===== src/rtl/tlc_pkg.sv =====
// Package: tlc_pkg
// Shared definitions for the demand-driven intersection phase arbiter.
//  - state codes for the ALLRED -> GREEN -> YELLOW -> ALLRED sequence
//  - phase (approach) codes: R0 road, R1 road, C crosswalk
//  - phase arithmetic helpers (modulo-3 increment / add)
//  - lamp decode: state + phase -> 9-bit {R0G,R0Y,R0R,R1G,R1Y,R1R,CG,CY,CR}
package tlc_pkg;

  localparam logic [1:0] ST_ALLRED = 2'd0;
  localparam logic [1:0] ST_GREEN  = 2'd1;
  localparam logic [1:0] ST_YELLOW = 2'd2;

  localparam logic [1:0] PH_R0 = 2'd0;
  localparam logic [1:0] PH_R1 = 2'd1;
  localparam logic [1:0] PH_C  = 2'd2;

  localparam int NUM_APPR = 3;

  // Lamp vector with every approach showing red.
  localparam logic [8:0] LAMPS_ALL_RED = 9'b001_001_001;

  typedef enum logic [1:0] {
    S_ALLRED = ST_ALLRED,
    S_GREEN  = ST_GREEN,
    S_YELLOW = ST_YELLOW
  } tlc_state_e;

  // Next approach in the fixed R0 -> R1 -> C -> R0 rotation.
  // The unused code 3 folds onto R0 so the rotation can never stick on it.
  function automatic logic [1:0] phase_inc(input logic [1:0] p);
    logic [1:0] r;
    case (p)
      PH_R0:   r = PH_R1;
      PH_R1:   r = PH_C;
      default: r = PH_R0;
    endcase
    return r;
  endfunction

  // Advance a phase by n steps (n in 0..3) around the rotation.
  function automatic logic [1:0] phase_add(input logic [1:0] p, input int n);
    logic [1:0] r;
    r = p;
    for (int i = 0; i < 3; i++) begin
      if (i < n) r = phase_inc(r);
    end
    return r;
  endfunction

  // Lamp decode. Only the owner approach can be non-red, and only in
  // GREEN or YELLOW; ALLRED shows red everywhere regardless of phase.
  function automatic logic [8:0] lamp_vec(input tlc_state_e st, input logic [1:0] ph);
    logic [8:0] v;
    logic [2:0] active;
    v      = LAMPS_ALL_RED;
    active = (st == S_GREEN) ? 3'b100 : 3'b010;
    if (st != S_ALLRED) begin
      case (ph)
        PH_R0:   v[8:6] = active;
        PH_R1:   v[5:3] = active;
        default: v[2:0] = active;
      endcase
    end
    return v;
  endfunction

endpackage


===== src/rtl/tlc_rr_pick.sv =====
// Module: tlc_rr_pick
// Combinational 3-way round-robin picker. Starting just after the last
// owner, searches last+1, last+2, last (mod 3) and returns the first
// approach whose pending bit is set.
// Ports:
//  pend   in  3  pending requests, [0]=R0 [1]=R1 [2]=C
//  last   in  2  phase that owned the previous green
//  next   out 2  chosen phase (PH_R0 when nothing is pending)
//  found  out 1  at least one pending bit was set
module tlc_rr_pick
  import tlc_pkg::*;
(
  input  logic [2:0] pend,
  input  logic [1:0] last,
  output logic [1:0] next,
  output logic       found
);

  // Candidate k is the (k+1)-th phase after the last owner; candidate 2
  // wraps back to the last owner itself, so it is served last.
  logic [1:0] cand [NUM_APPR];
  logic [2:0] hit;

  genvar gi;
  generate
    for (gi = 0; gi < NUM_APPR; gi++) begin : g_cand
      assign cand[gi] = phase_add(last, gi + 1);
      assign hit[gi]  = pend[cand[gi]];
    end
  endgenerate

  always_comb begin
    found = |hit;
    next  = PH_R0;
    if (hit[0]) begin
      next = cand[0];
    end else if (hit[1]) begin
      next = cand[1];
    end else if (hit[2]) begin
      next = cand[2];
    end
  end

endmodule


===== src/rtl/tlc_phase_arbiter.sv =====
// Module: tlc_phase_arbiter
// Demand-driven phase scheduler for a two-road-plus-crosswalk intersection.
// Latches sensor/button requests, grants green round-robin, enforces
// min/max green, yellow and all-red clearance, and drives all nine lamps
// from registers.
// Ports:
//  clk                 in  1  clock, rising edge
//  reset               in  1  asynchronous active-low reset
//  req                 in  3  requests [0]=R0 sensor [1]=R1 sensor [2]=C button
//  R0G/R0Y/R0R         out 1  road 0 lamps
//  R1G/R1Y/R1R         out 1  road 1 lamps
//  CG/CY/CR            out 1  crosswalk lamps
//  pend                out 3  latched pending requests (req bit order)
//  phase               out 2  current owner 0=R0 1=R1 2=C
module tlc_phase_arbiter
  import tlc_pkg::*;
#(
  parameter int MIN_GREEN = 4,
  parameter int MAX_GREEN = 12,
  parameter int YELLOW    = 3,
  parameter int ALL_RED   = 1,
  parameter int CNT_W     = 5
) (
  input  logic       clk,
  input  logic       reset,
  input  logic [2:0] req,
  output logic       R0G,
  output logic       R0Y,
  output logic       R0R,
  output logic       R1G,
  output logic       R1Y,
  output logic       R1R,
  output logic       CG,
  output logic       CY,
  output logic       CR,
  output logic [2:0] pend,
  output logic [1:0] phase
);

  // Timer thresholds: the timer reads 0 on the first cycle of a state, so
  // a state lasting N cycles ends on the edge where the timer holds N-1.
  localparam logic [CNT_W-1:0] MIN_LIM = CNT_W'(MIN_GREEN - 1);
  localparam logic [CNT_W-1:0] MAX_LIM = CNT_W'(MAX_GREEN - 1);
  localparam logic [CNT_W-1:0] Y_LIM   = CNT_W'(YELLOW - 1);
  localparam logic [CNT_W-1:0] AR_LIM  = CNT_W'(ALL_RED - 1);

  tlc_state_e       state_reg, state_next;
  logic [CNT_W-1:0] timer_reg, timer_next;
  logic [1:0]       phase_reg, phase_next;
  logic [2:0]       pend_reg, pend_next;
  logic [8:0]       lamps_reg;

  logic [2:0] owner_mask;
  logic       other_waiting;
  logic       owner_req;
  logic [1:0] pick_phase;
  logic       pick_found;

  assign owner_mask    = 3'b001 << phase_reg;
  assign other_waiting = |(pend_reg & ~owner_mask);
  assign owner_req     = |(req & owner_mask);

  tlc_rr_pick u_pick (
    .pend  (pend_reg),
    .last  (phase_reg),
    .next  (pick_phase),
    .found (pick_found)
  );

  always_comb begin
    logic [2:0] req_latch;
    logic [2:0] grant_mask;

    state_next = state_reg;
    phase_next = phase_reg;
    timer_next = timer_reg + 1'b1;

    // The owner's own request is already being served while it is green,
    // so it is dropped then; during yellow/all-red it must be remembered.
    req_latch = req;
    if (state_reg == S_GREEN) begin
      req_latch = req & ~owner_mask;
    end
    pend_next  = pend_reg | req_latch;
    grant_mask = 3'b000;

    case (state_reg)
      S_ALLRED: begin
        if (timer_reg >= AR_LIM) begin
          state_next = S_GREEN;
          // Nothing pending: park on R0, the rest phase.
          phase_next = pick_found ? pick_phase : PH_R0;
          grant_mask = 3'b001 << phase_next;
          // Grant clears after the set, so the clear wins a same-cycle race.
          pend_next  = pend_next & ~grant_mask;
        end
      end

      S_GREEN: begin
        if (other_waiting && ((timer_reg >= MIN_LIM && !owner_req) ||
                              (timer_reg >= MAX_LIM))) begin
          state_next = S_YELLOW;
        end else if (timer_reg >= MAX_LIM) begin
          // Uncontested green holds forever; keep the timer pinned so a
          // later request can max-out immediately instead of waiting.
          timer_next = MAX_LIM;
        end
      end

      S_YELLOW: begin
        if (timer_reg >= Y_LIM) begin
          state_next = S_ALLRED;
        end
      end

      default: begin
        state_next = S_ALLRED;
      end
    endcase

    if (state_next != state_reg) begin
      timer_next = '0;
    end
  end

  // Lamps are decoded from the next state so they change on the same edge
  // that enters the state, straight out of flops.
  always_ff @(posedge clk or negedge reset) begin
    if (!reset) begin
      state_reg <= S_ALLRED;
      phase_reg <= PH_C;
      timer_reg <= '0;
      pend_reg  <= '0;
      lamps_reg <= LAMPS_ALL_RED;
    end else begin
      state_reg <= state_next;
      phase_reg <= phase_next;
      timer_reg <= timer_next;
      pend_reg  <= pend_next;
      lamps_reg <= lamp_vec(state_next, phase_next);
    end
  end

  assign {R0G, R0Y, R0R, R1G, R1Y, R1R, CG, CY, CR} = lamps_reg;
  assign pend  = pend_reg;
  assign phase = phase_reg;

endmodule


===== config.mk =====
export PLATFORM = sky130hd
export DESIGN_NAME = tlc_phase_arbiter
export DESIGN_NICKNAME = d
export VERILOG_FILES = /design/src/rtl/tlc_pkg.sv /design/src/rtl/tlc_rr_pick.sv /design/src/rtl/tlc_phase_arbiter.sv
export SDC_FILE = /design/constraint.sdc
export NUM_CORES = 1
export LEC_CHECK = 0
export BUFFER_PORTS_ARGS = -buffer_cell sky130_fd_sc_hd__clkbuf_2
export CAP_MARGIN = 40
export CORE_MARGIN = 2
export CORE_UTILIZATION = 45
export CTS_BUF_LIST = sky130_fd_sc_hd__clkbuf_4 sky130_fd_sc_hd__clkbuf_8
export DETAILED_ROUTE_END_ITERATION = 6
export MAX_ROUTING_LAYER = met4
export PLACE_DENSITY = 0.72
export SETUP_SLACK_MARGIN = 0.05
export SYNTH_ARGS = -nofsm -noshare
export SYNTH_HDL_FRONTEND = slang
export SYNTH_SLANG_ARGS = --single-unit

===== constraint.sdc =====
create_clock -name clk -period 2.45 [get_ports clk]
set_clock_uncertainty 0.15 [all_clocks]
set_input_delay 0.49 -clock clk [delete_from_list [all_inputs] [get_ports clk]]
set_output_delay 0.49 -clock clk [all_outputs]
set_load 0.02 [all_outputs]

==> results by group, run 1 <==
Synth
  – Top_reg_cell synth: dfrtp_1
  – Synth Area in Simple Gates: 0.190
  – Synth async-reset ratio: 1.00
  – Sequential share of the synthesized area: 0.505
  – Net Count, Synth: 106
  – Area fraction of the dominant cell type after synthesis: 0.405
  – Largest family of logic cells by synthesized area: compound AO/OA/AOI/OAI gates
  – Largest cells by area after synthesis: dfrtp_1, dfstp_2, a21oi_1
  – Mux share of post-synthesis cell area: 0.0191
  – Post-Synthesis Cells: 99
  – Yosys cell types: 43
  – Post-synthesis adder-cell area fraction: 0.0238
  – Number of synthesized flops with an enable pin: 0
  – Synthesized area per cell: 10.6 um^2
  – Leading area contributor after synthesis: dfrtp_1
  – Compound-Gate Fraction of Synth Area: 0.190
  – Cell area after synthesis: 1050 um^2
  – Seq cells post-synth: 21
  – XOR/XNOR Fraction of Synth Area: 0.0167
  – Synth warn: 0

STA
  – Setup_tns: 0 ns
  – Setup repair after global routing missed its margin: false
  – Final WS setup: 0.403 ns
  – Slew margin rel.: 0.665
  – Final max-slew violation count: 0
  – Worst slew pin tran: 0.503 ns
  – Final setup viols: 0
  – F_max: 488 MHz
  – Fraction of the cycle the final worst path needs: 0.836
  – Final hold violation count: 0
  – Min Tclk post-route: 2.05 ns

Die
  – Die area: 2740 um^2
  – Core ar.: 2210 um^2
  – Row cnt: 17
  – Die height: 52.3 um
  – Die X: 52.3 um
  – Initial core utilization: 0.475
  – Num ports: 19

Place
  – HPWL after detailed placement: 1.30 mm
  – Place WS: 0.449 ns
  – I/O Buffers: 18
  – GP Congestion: 0.807

Final layout
  – ANT cells: 0
  – NumNets Final: 126
  – Commonest non-fill, non-tap cell in the layout: clkbuf_2
  – Storage element area: 531 um^2
  – Layout area overhead: 13.0%
  – FILL cells: 214
  – Share of cells above drive strength 1: 0.347
  – Area of the multi-input gates: 464 um^2
  – Most frequent cells in the layout: clkbuf_2, dfrtp_1, nand2_1, a21oi_1, nor2_1
  – Max reg flops: 9

Power
  – Share of total power in sequential cells: 0.417
  – Pleak: 0.000563 uW
  – Internal power: 848 uW
  – Worst vdd ir: 0.651 mV
  – Clk network pwr share: 0.106
  – Power density cells: 1300 nW/um^2
  – NetSw: 696 uW
  – Logic pwr share: 0.476
  – Sw Share: 0.451

Clock tree
  – H-tree depth: 1
  – Clock root cell: clkbuf_4
  – Clk_lat worst skew: 0.30 ns
  – Sink Count: 21
  – Clock buffer depth: 2
  – CTS buffer count: 3
  – CTS tree: built
  – Clk pin slew, worst setup/hold paths: 0.11 ns

Detailed routing
  – Starting DRC count in detailed routing: 7
  – Post-DR wirelength/cell: 12.7 um
  – DR vias: 761
  – Detailed Route WL: 1.86 mm
  – TritonRoute pass-1 iters: 4
  – DRC viols: 0
  – Via density: 5.21
  – Final ANT Viol Nets: 0

Global route
  – Met1 Use GR: 0.214
  – Met2 Usage GRT: 0.244
  – First-pass GRT wire length: 3.23 mm
  – Initial antenna violation count: 0
  – Vias in the first global route: 741
  – GR peak layer: met2
  – Largest net degree at the start of global routing: 22
  – Grt total ovfl: 0
  – Grt met3 use: 0.0400
  – Total GRT Usage: 0.169

Worst setup path
  – WP data required: 2.51 ns
  – Crit Path Class: reg -> reg
  – Worst reg2reg startpoint: phase[1]$_DFF_PN1_
  – CP Launch Type: flop
  – Worst EP arrival: 2.10 ns
  – Critical R2R Capture: lamps_reg[5]$_DFF_PN0_
  – Max FO, Critical Path: 15
  – CP endpoint kind: flop
  – Setup slack, reg-to-reg: 0.40 ns
  – Depth of the most critical reg-to-reg path: 6

Status
  – Status: complete, no violations

Run
  – MaxCap Viol Count: 0

Min path
  – Worst hold path depth: 3
  – HP Class: in -> reg
  – HP Start: req[0]
  – Worst Hold End: pend[0]$_DFF_PN0_
-- layout make-up --
type,count,area share
clock buffer,3,0.0190
clock inverter,1,0.00422
inverter,5,0.0179
multi-input combinational,68,0.391
sequential,21,0.447
tap,28,0.0295
timing repair buffer,20,0.0907
-- cell usage after synthesis (2+ instances only) --
| cell type | count |
|---|---|
| dfrtp_1 | 17 |
| nand2_1 | 9 |
| a21oi_1 | 8 |
| nor2_1 | 6 |
| dfstp_2 | 4 |
| buf_2 | 3 |
| inv_1 | 3 |
| o22ai_1 | 3 |
| a21oi_2 | 2 |
| a31oi_1 | 2 |
| and3_1 | 2 |
| ha_1 | 2 |
| mux2i_1 | 2 |
| nand2b_1 | 2 |
| nor2b_1 | 2 |
| nor3_1 | 2 |
| o21ai_1 | 2 |
| o31ai_1 | 2 |
| xor2_1 | 2 |
-- cells by family (layout without fill, tap and decap cells) --
group	after synthesis	count (layout)
simple gates	34	34
other cells	1	1
flops	21	21
fa+ha+maj	2	2
mux	2	2
xor+xnor	2	2
buf+inv	10	29
compound gates	27	27
-- metrics by stage --
step                      utilization  hold WS (ns)  instances  power (uW)  instance area [um^2]
final                           0.536         0.310        146        1540                  1190
after global routing            0.536         0.318        146        1700                  1190
after CTS                       0.536         0.298        146        1570                  1190
after detailed placement        0.519         0.333        141        1390                  1150
after global placement          0.519         0.324        141        1380                  1150
after floorplan                     -        0.0444         99        1220                  1050
-- per-layer routing --
metal,up-vias,wire [um]
met5,-,0
met3,4,59
met2,14,827
met4,0,41
li1,385,-
met1,358,927
-- critical path, cell delays in order, from the launching register on --
cell and delay [ns]:
dfstp_2 0.73, mux2i_1 0.28, o32ai_2 0.11, o21ai_1 0.25, a21o_2 0.23, inv_4 0.05, and3_1 0.15
-- power by group through the flow --
stage	Sequential [uW]	Clock, uW	Combinational (uW)
2_1_floorplan	674	0	546
3_3_place_gp	647	0	732
3_5_place_dp	653	0	742
4_1_cts	646	175	746
5_1_grt	669	193	834
6_report	644	164	735
-- worst max path at each step --
stage                            from                     end  cells past startpoint
6_report           phase[1]$_DFF_PN1_  lamps_reg[5]$_DFF_PN0_                      6
4_1_cts            phase[1]$_DFF_PN1_  lamps_reg[5]$_DFF_PN0_                      6
3_3_place_gp       phase[1]$_DFF_PN1_  lamps_reg[5]$_DFF_PN0_                      6
2_1_floorplan  timer_reg[0]$_DFF_PN0_  lamps_reg[4]$_DFF_PN0_                      6
5_1_grt            phase[1]$_DFF_PN1_  lamps_reg[5]$_DFF_PN0_                      6
3_5_place_dp       phase[1]$_DFF_PN1_  lamps_reg[5]$_DFF_PN0_                      6
-- timing repair --
item	4_1_cts	5_1_grt
resized for setup	0	0
hold buffers	1	0
setup buffers	0	0
hold endpoints to repair	17	0
Note: power is estimated with default switching activity, not from simulation.
==> run 2: changes to the inputs <==
ABC_AREA = 1   (was not set)
PLACE_DENSITY = 0.74   (was 0.72)
clock period = 1.8 ns   (was 2.45 ns; I/O delays follow)
==> run 2 against run 1 <==
Net effect:
- utilization up 8.3 points
- sequential share of layout area down 6.7 points
- via count up 27%
- combinational power up 130%
- cell count up 29%
- sequential power up 29%
- power up 80%
- global-route usage up 4.2 points
- sequential cell count unchanged
- synthesized area up 3.5%
- largest cell class is now multi-input gates
- highest routed layer unchanged
==> results by group, run 2 <==
Status
  – Status: complete, no violations

Min path
  – HP Class: in -> reg
  – HP Start: req[1]
  – Worst hold path depth: 3
  – Worst Hold End: pend[1]$_DFF_PN0_

Clock tree
  – Clk pin slew, worst setup/hold paths: 0.13 ns
  – Clk_lat worst skew: 0.32 ns
  – Clock buffer depth: 2
  – Clock root cell: clkbuf_4
  – H-tree depth: 1
  – CTS tree: built
  – Sink Count: 21
  – CTS buffer count: 3

STA
  – Final max-slew violation count: 0
  – Slew margin rel.: 0.664
  – F_max: 568 MHz
  – Final setup viols: 0
  – Fraction of the cycle the final worst path needs: 0.979
  – Worst slew pin tran: 0.503 ns
  – Setup repair after global routing missed its margin: true
  – Min Tclk post-route: 1.76 ns
  – Final hold violation count: 0
  – Hold_ws: 0.234 ns

Synth
  – Synthesized area per cell: 8.48 um^2
  – Sequential share of the synthesized area: 0.488
  – Cell area after synthesis: 1090 um^2
  – Synth top cells by count: nand2_1, dfrtp_1, inv_1
  – Most common cell in the netlist: nand2_1
  – Area fraction of the dominant cell type after synthesis: 0.392
  – Seq cells post-synth: 21
  – Top_reg_cell synth: dfrtp_1
  – Number of synthesized flops with an enable pin: 0
  – Synth warn: 0
  – Yosys cell types: 29
  – Net Count, Synth: 135
  – Largest cells by area after synthesis: dfrtp_1, nand2_1, dfstp_2
  – Leading area contributor after synthesis: dfrtp_1
  – Post-Synthesis Cells: 128
  – Synth async-reset ratio: 1.00

Worst setup path
  – Critical R2R Capture: lamps_reg[7]$_DFF_PN0_
  – CP bufs+invs: 2
  – CP cell instances: inv_4, nand3_2, nand3_1, o21ai_2, nand2_2, a21oi_4, inv_2, nor2_2
  – Delay-heaviest family, CP: flip-flops
  – Max FO, Critical Path: 7
  – Slowest stage delay, CP: 0.66 ns
  – WP data required: 1.91 ns
  – Worst reg2reg startpoint: phase[1]$_DFF_PN1_
  – CP Launch Type: flop
  – Crit Path Class: reg -> reg
  – Worst EP arrival: 1.87 ns
  – Depth of the most critical reg-to-reg path: 8
  – Slowest CP cell: dfstp_2
  – Setup slack, reg-to-reg: 0.04 ns
  – CP endpoint kind: flop

Detailed routing
  – DR vias: 967
  – Post-DR wirelength/cell: 13.2 um
  – Starting DRC count in detailed routing: 19
  – DRC viols: 0
  – TritonRoute pass-1 iters: 4
  – Detailed Route WL: 2.50 mm
  – Via density: 5.12
  – Final ANT Viol Nets: 0

Final layout
  – NumNets Final: 169
  – Layout area overhead: 28.6%
  – ANT cells: 0
  – Commonest non-fill, non-tap cell in the layout: nand2_1
  – Share of cells above drive strength 1: 0.466
  – Most frequent cells in the layout: nand2_1, clkbuf_2, dfrtp_1, inv_1, nand2_2
  – Max reg flops: 9
  – FILL cells: 207

Power
  – Pleak: 0.000739 uW
  – Worst vdd ir: 1.45 mV
  – Pwr Total: 2780 uW
  – Power density cells: 1990 nW/um^2

Die
  – Die X: 53.1 um
  – Row cnt: 17
  – Num ports: 19
  – Die height: 53.1 um
  – Core ar.: 2250 um^2
  – Die area: 2820 um^2
  – Initial core utilization: 0.482

Global route
  – Grt total ovfl: 0
  – Total GRT Usage: 0.212
  – Vias in the first global route: 940
  – Largest net degree at the start of global routing: 22
  – First-pass GRT wire length: 4.02 mm
  – Initial antenna violation count: 0

Place
  – HPWL after detailed placement: 1.78 mm
  – I/O Buffers: 18
  – GP Congestion: 0.831

Run
  – MaxCap Viol Count: 0
-- run 2: cell count changes after synthesis, moves of 3 or more --
cell,before,now
buf_2,3,0
inv_1,3,14
nand2_1,9,30
nand2_2,0,6
nand3_1,1,6
nor2_1,6,10
nor2_2,1,6
o22ai_1,3,0
-- run 2: how the worst max path moves through the flow --
stage                                 startpoint                      to  slack (ns)  cells after the start
after global routing          phase[1]$_DFF_PN1_  timer_reg[2]$_DFF_PN0_       -0.06                      8
after CTS                     phase[1]$_DFF_PN1_  lamps_reg[7]$_DFF_PN0_        0.05                     11
after detailed placement  timer_reg[0]$_DFF_PN0_  lamps_reg[4]$_DFF_PN0_        0.02                      8
after global placement    timer_reg[0]$_DFF_PN0_  lamps_reg[4]$_DFF_PN0_        0.01                      8
after floorplan           timer_reg[0]$_DFF_PN0_  timer_reg[2]$_DFF_PN0_        0.08                      8
final                         phase[1]$_DFF_PN1_  lamps_reg[7]$_DFF_PN0_        0.04                      8
-- run 2: power by group --
group / switching (uW) / internal (uW)
sequential: 158 / 676
clock: 158 / 83.4
combinational: 1060 / 638
total: 1380 / 1400
-- run 2: logic make-up after synthesis --
| group | after synthesis | synth area share |
|---|---|---|
| buf+inv | 18 | 0.0714 |
| simple gates | 69 | 0.308 |
| other cells | 1 | 0.00345 |
| xor+xnor | 2 | 0.0161 |
| compound gates | 15 | 0.0899 |
| flops | 21 | 0.488 |
| fa+ha+maj | 2 | 0.0230 |
-- run 2: what timing repair did --
item | CTS | global route
buffers inserted | 0 | 4
pin swaps | 3 | 7
hold buffers | 1 | 0
setup endpoints to repair | 7 | 16
gates resized for setup | 7 | 15
hold endpoints to repair | 17 | 0
-- run 2: layer usage --
layer / wire, um / vias to the layer above / global-route usage
met4: 82 / 0 / 0.124
met3: 140 / 10 / 0.0395
li1: - / 470 / -
met1: 1050 / 457 / 0.248
met5: 0 / - / -
met2: 1230 / 30 / 0.340
-- run 2: cell type report --
cell class              count  area (um^2)  area share
clock buffers               3         22.5      0.0161
repair buffers             30          190       0.136
clock inverters             1         5.00     0.00358
inverters                  17         66.3      0.0475
flip-flops and latches     21          531       0.380
well taps                  28         35.0      0.0251
multi-input cells          89          547       0.392
-- run 2: tightest hold or removal path, stage by stage --
cell and delay, ns:
clkbuf_2 0.10, o21ai_0 0.17, a21oi_1 0.05
-- run 2: through the flow --
| step | setup TNS (ns) | setup slack, ns | instances | utilization | instance area (um^2) |
|---|---|---|---|---|---|
| floorplan | 0 | 0.0780 | 128 | - | 1090 |
| global placement | 0 | 0.0115 | 180 | 0.555 | 1250 |
| detailed placement | 0 | 0.0152 | 180 | 0.555 | 1250 |
| CTS | 0 | 0.0499 | 185 | 0.583 | 1320 |
| global route | -0.338 | -0.0613 | 189 | 0.619 | 1400 |
| finish | 0 | 0.0386 | 189 | 0.619 | 1400 |
==> run 3: changes to the inputs <==
CORE_ASPECT_RATIO = 1.75   (was not set)
CORE_UTILIZATION = 35   (was 45)
PLACE_DENSITY = 0.61   (was 0.74)
==> run 3 against run 2 <==
Net effect:
- critical path depth did not move
- worst setup slack better by 0.039 ns
- hold slack better by 0.012 ns
- combinational power about the same
- register-to-register slack improved by 0.04 ns
==> results by group, run 3 (synthesis gave the netlist of run 2 again) <==
Status
  – Status: complete, no violations

Clock tree
  – Sink Count: 21
  – Clk pin slew, worst setup/hold paths: 0.07 ns
  – Clock root cell: clkbuf_8
  – H-tree depth: 1
  – CTS buffer count: 3
  – Clock buffer depth: 2
  – Clk_lat worst skew: 0.26 ns
  – CTS tree: built

STA
  – Final WS setup: 0.0773 ns
  – Final max-slew violation count: 0
  – Worst slew pin tran: 0.513 ns
  – Setup repair after global routing missed its margin: true
  – Min Tclk post-route: 1.72 ns
  – Final hold violation count: 0
  – F_max: 580 MHz
  – Final setup viols: 0
  – Slew margin rel.: 0.658
  – Fraction of the cycle the final worst path needs: 0.957

Die
  – Die height: 77.7 um
  – Core ar.: 2930 um^2
  – Row cnt: 26
  – Die area: 3580 um^2
  – Num ports: 19
  – Initial core utilization: 0.371
  – Die X: 46.1 um

Worst setup path
  – Worst reg2reg startpoint: phase[1]$_DFF_PN1_
  – Setup slack, reg-to-reg: 0.08 ns
  – CP most frequent cell: nand2_1
  – Depth of the most critical reg-to-reg path: 8
  – Crit Path Class: reg -> reg
  – WP data required: 1.79 ns
  – Slowest CP cell: dfstp_2
  – Worst path depth: 8
  – Delay-heaviest family, CP: flip-flops
  – Slowest stage delay, CP: 0.62 ns
  – CP bufs+invs: 1
  – Worst EP arrival: 1.72 ns
  – CP endpoint kind: flop
  – CP Launch Type: flop
  – Critical R2R Capture: timer_reg[2]$_DFF_PN0_
  – Max FO, Critical Path: 6
  – CP cell instances: buf_4, nand2_1, nand2_1, o211ai_1, nand2_2, nand3b_1, nand2_1, nor2_1

Final layout
  – ANT cells: 0
  – Share of cells above drive strength 1: 0.469
  – Most frequent cells in the layout: nand2_1, clkbuf_2, dfrtp_1, inv_1, nand2_2
  – Final core occ: 0.485
  – Max reg flops: 9
  – NumNets Final: 168
  – Commonest non-fill, non-tap cell in the layout: nand2_1
  – Layout area overhead: 30.8%

Power
  – Power density cells: 1990 nW/um^2
  – Pwr Total: 2820 uW
  – Worst vdd ir: 0.991 mV
  – Logic pwr share: 0.600
  – NetSw: 1360 uW
  – Sw Share: 0.482
  – Share of total power in sequential cells: 0.292
  – Clk network pwr share: 0.109
  – Internal power: 1460 uW
  – Pleak: 0.000748 uW

Place
  – I/O Buffers: 18
  – GP Congestion: 0.936
  – Place WS: -0.0151 ns
  – HPWL after detailed placement: 1.99 mm

Detailed routing
  – DRC viols: 0
  – Final ANT Viol Nets: 0
  – Via density: 5.11
  – Detailed Route WL: 2.50 mm
  – Post-DR wirelength/cell: 13.3 um
  – DR vias: 961
  – TritonRoute pass-1 iters: 4
  – Starting DRC count in detailed routing: 16

Run
  – MaxCap Viol Count: 0

Global route
  – Total GRT Usage: 0.162
  – Largest net degree at the start of global routing: 22
  – Initial antenna violation count: 0
  – Grt total ovfl: 0
  – Vias in the first global route: 959
  – First-pass GRT wire length: 4.14 mm

Min path
  – HP Start: req[0]
  – Worst hold path depth: 3
  – HP Class: in -> reg
  – Worst Hold End: pend[0]$_DFF_PN0_
run 3: worst max path at each step:
| stage | slack (ns) | from | to |
|---|---|---|---|
| after floorplan | 0.08 | timer_reg[0]$_DFF_PN0_ | timer_reg[2]$_DFF_PN0_ |
| after global placement | 0.0008 | timer_reg[0]$_DFF_PN0_ | lamps_reg[4]$_DFF_PN0_ |
| after detailed placement | -0.02 | timer_reg[0]$_DFF_PN0_ | lamps_reg[4]$_DFF_PN0_ |
| after CTS | 0.06 | timer_reg[0]$_DFF_PN0_ | timer_reg[2]$_DFF_PN0_ |
| after global routing | -0.02 | phase[1]$_DFF_PN1_ | lamps_reg[7]$_DFF_PN0_ |
| final | 0.08 | phase[1]$_DFF_PN1_ | timer_reg[2]$_DFF_PN0_ |
run 3: stage by stage:
step	instances	cell area [um^2]	TNS, ns	hold WS [ns]
floorplan	128	1090	0	-0.0856
CTS	185	1320	0	0.250
global placement	179	1240	0	0.201
global route	188	1420	-0.0360	0.248
finish	188	1420	0	0.245
detailed placement	179	1240	-0.0151	0.212
run 3: what timing repair did:
action / CTS / global route
hold endpoints to repair: 17 / 0
setup buffers: 1 / 3
pin swaps: 4 / 6
resized for setup: 3 / 22
setup endpoints to repair: 7 / 12
hold buffers: 1 / 0
run 3: cell type report:
cell class	count	area [um^2]
fill	295	1510
inverter	17	66.3
tap	28	35.0
sequential	21	532
clock inverter	1	5.00
clock buffer	3	41.3
timing repair buffer	29	179
multi-input combinational	89	562
run 3: routing by layer:
layer  GRT usage  wire (um)  vias up
met4       0.100        136        0
met3      0.0163         65       14
met5           -          0        -
met1       0.158        816      462
met2       0.283       1480       18
li1            -          -      467
run 3: worst register-to-register path, stage by stage (launching register included):
cell and delay [ns]:
dfstp_2 0.62, buf_4 0.14, nand2_1 0.06, nand2_1 0.06, o211ai_1 0.13, nand2_2 0.15
nand3b_1 0.16, nand2_1 0.10, nor2_1 0.05
run 3: power groups by stage:
stage | Clock, uW | Sequential, uW | Combinational [uW]
final | 306 | 823 | 1690
after global placement | 0 | 819 | 1440
after detailed placement | 0 | 827 | 1450
after CTS | 312 | 814 | 1490
after global routing | 335 | 848 | 1870
after floorplan | 0 | 942 | 912
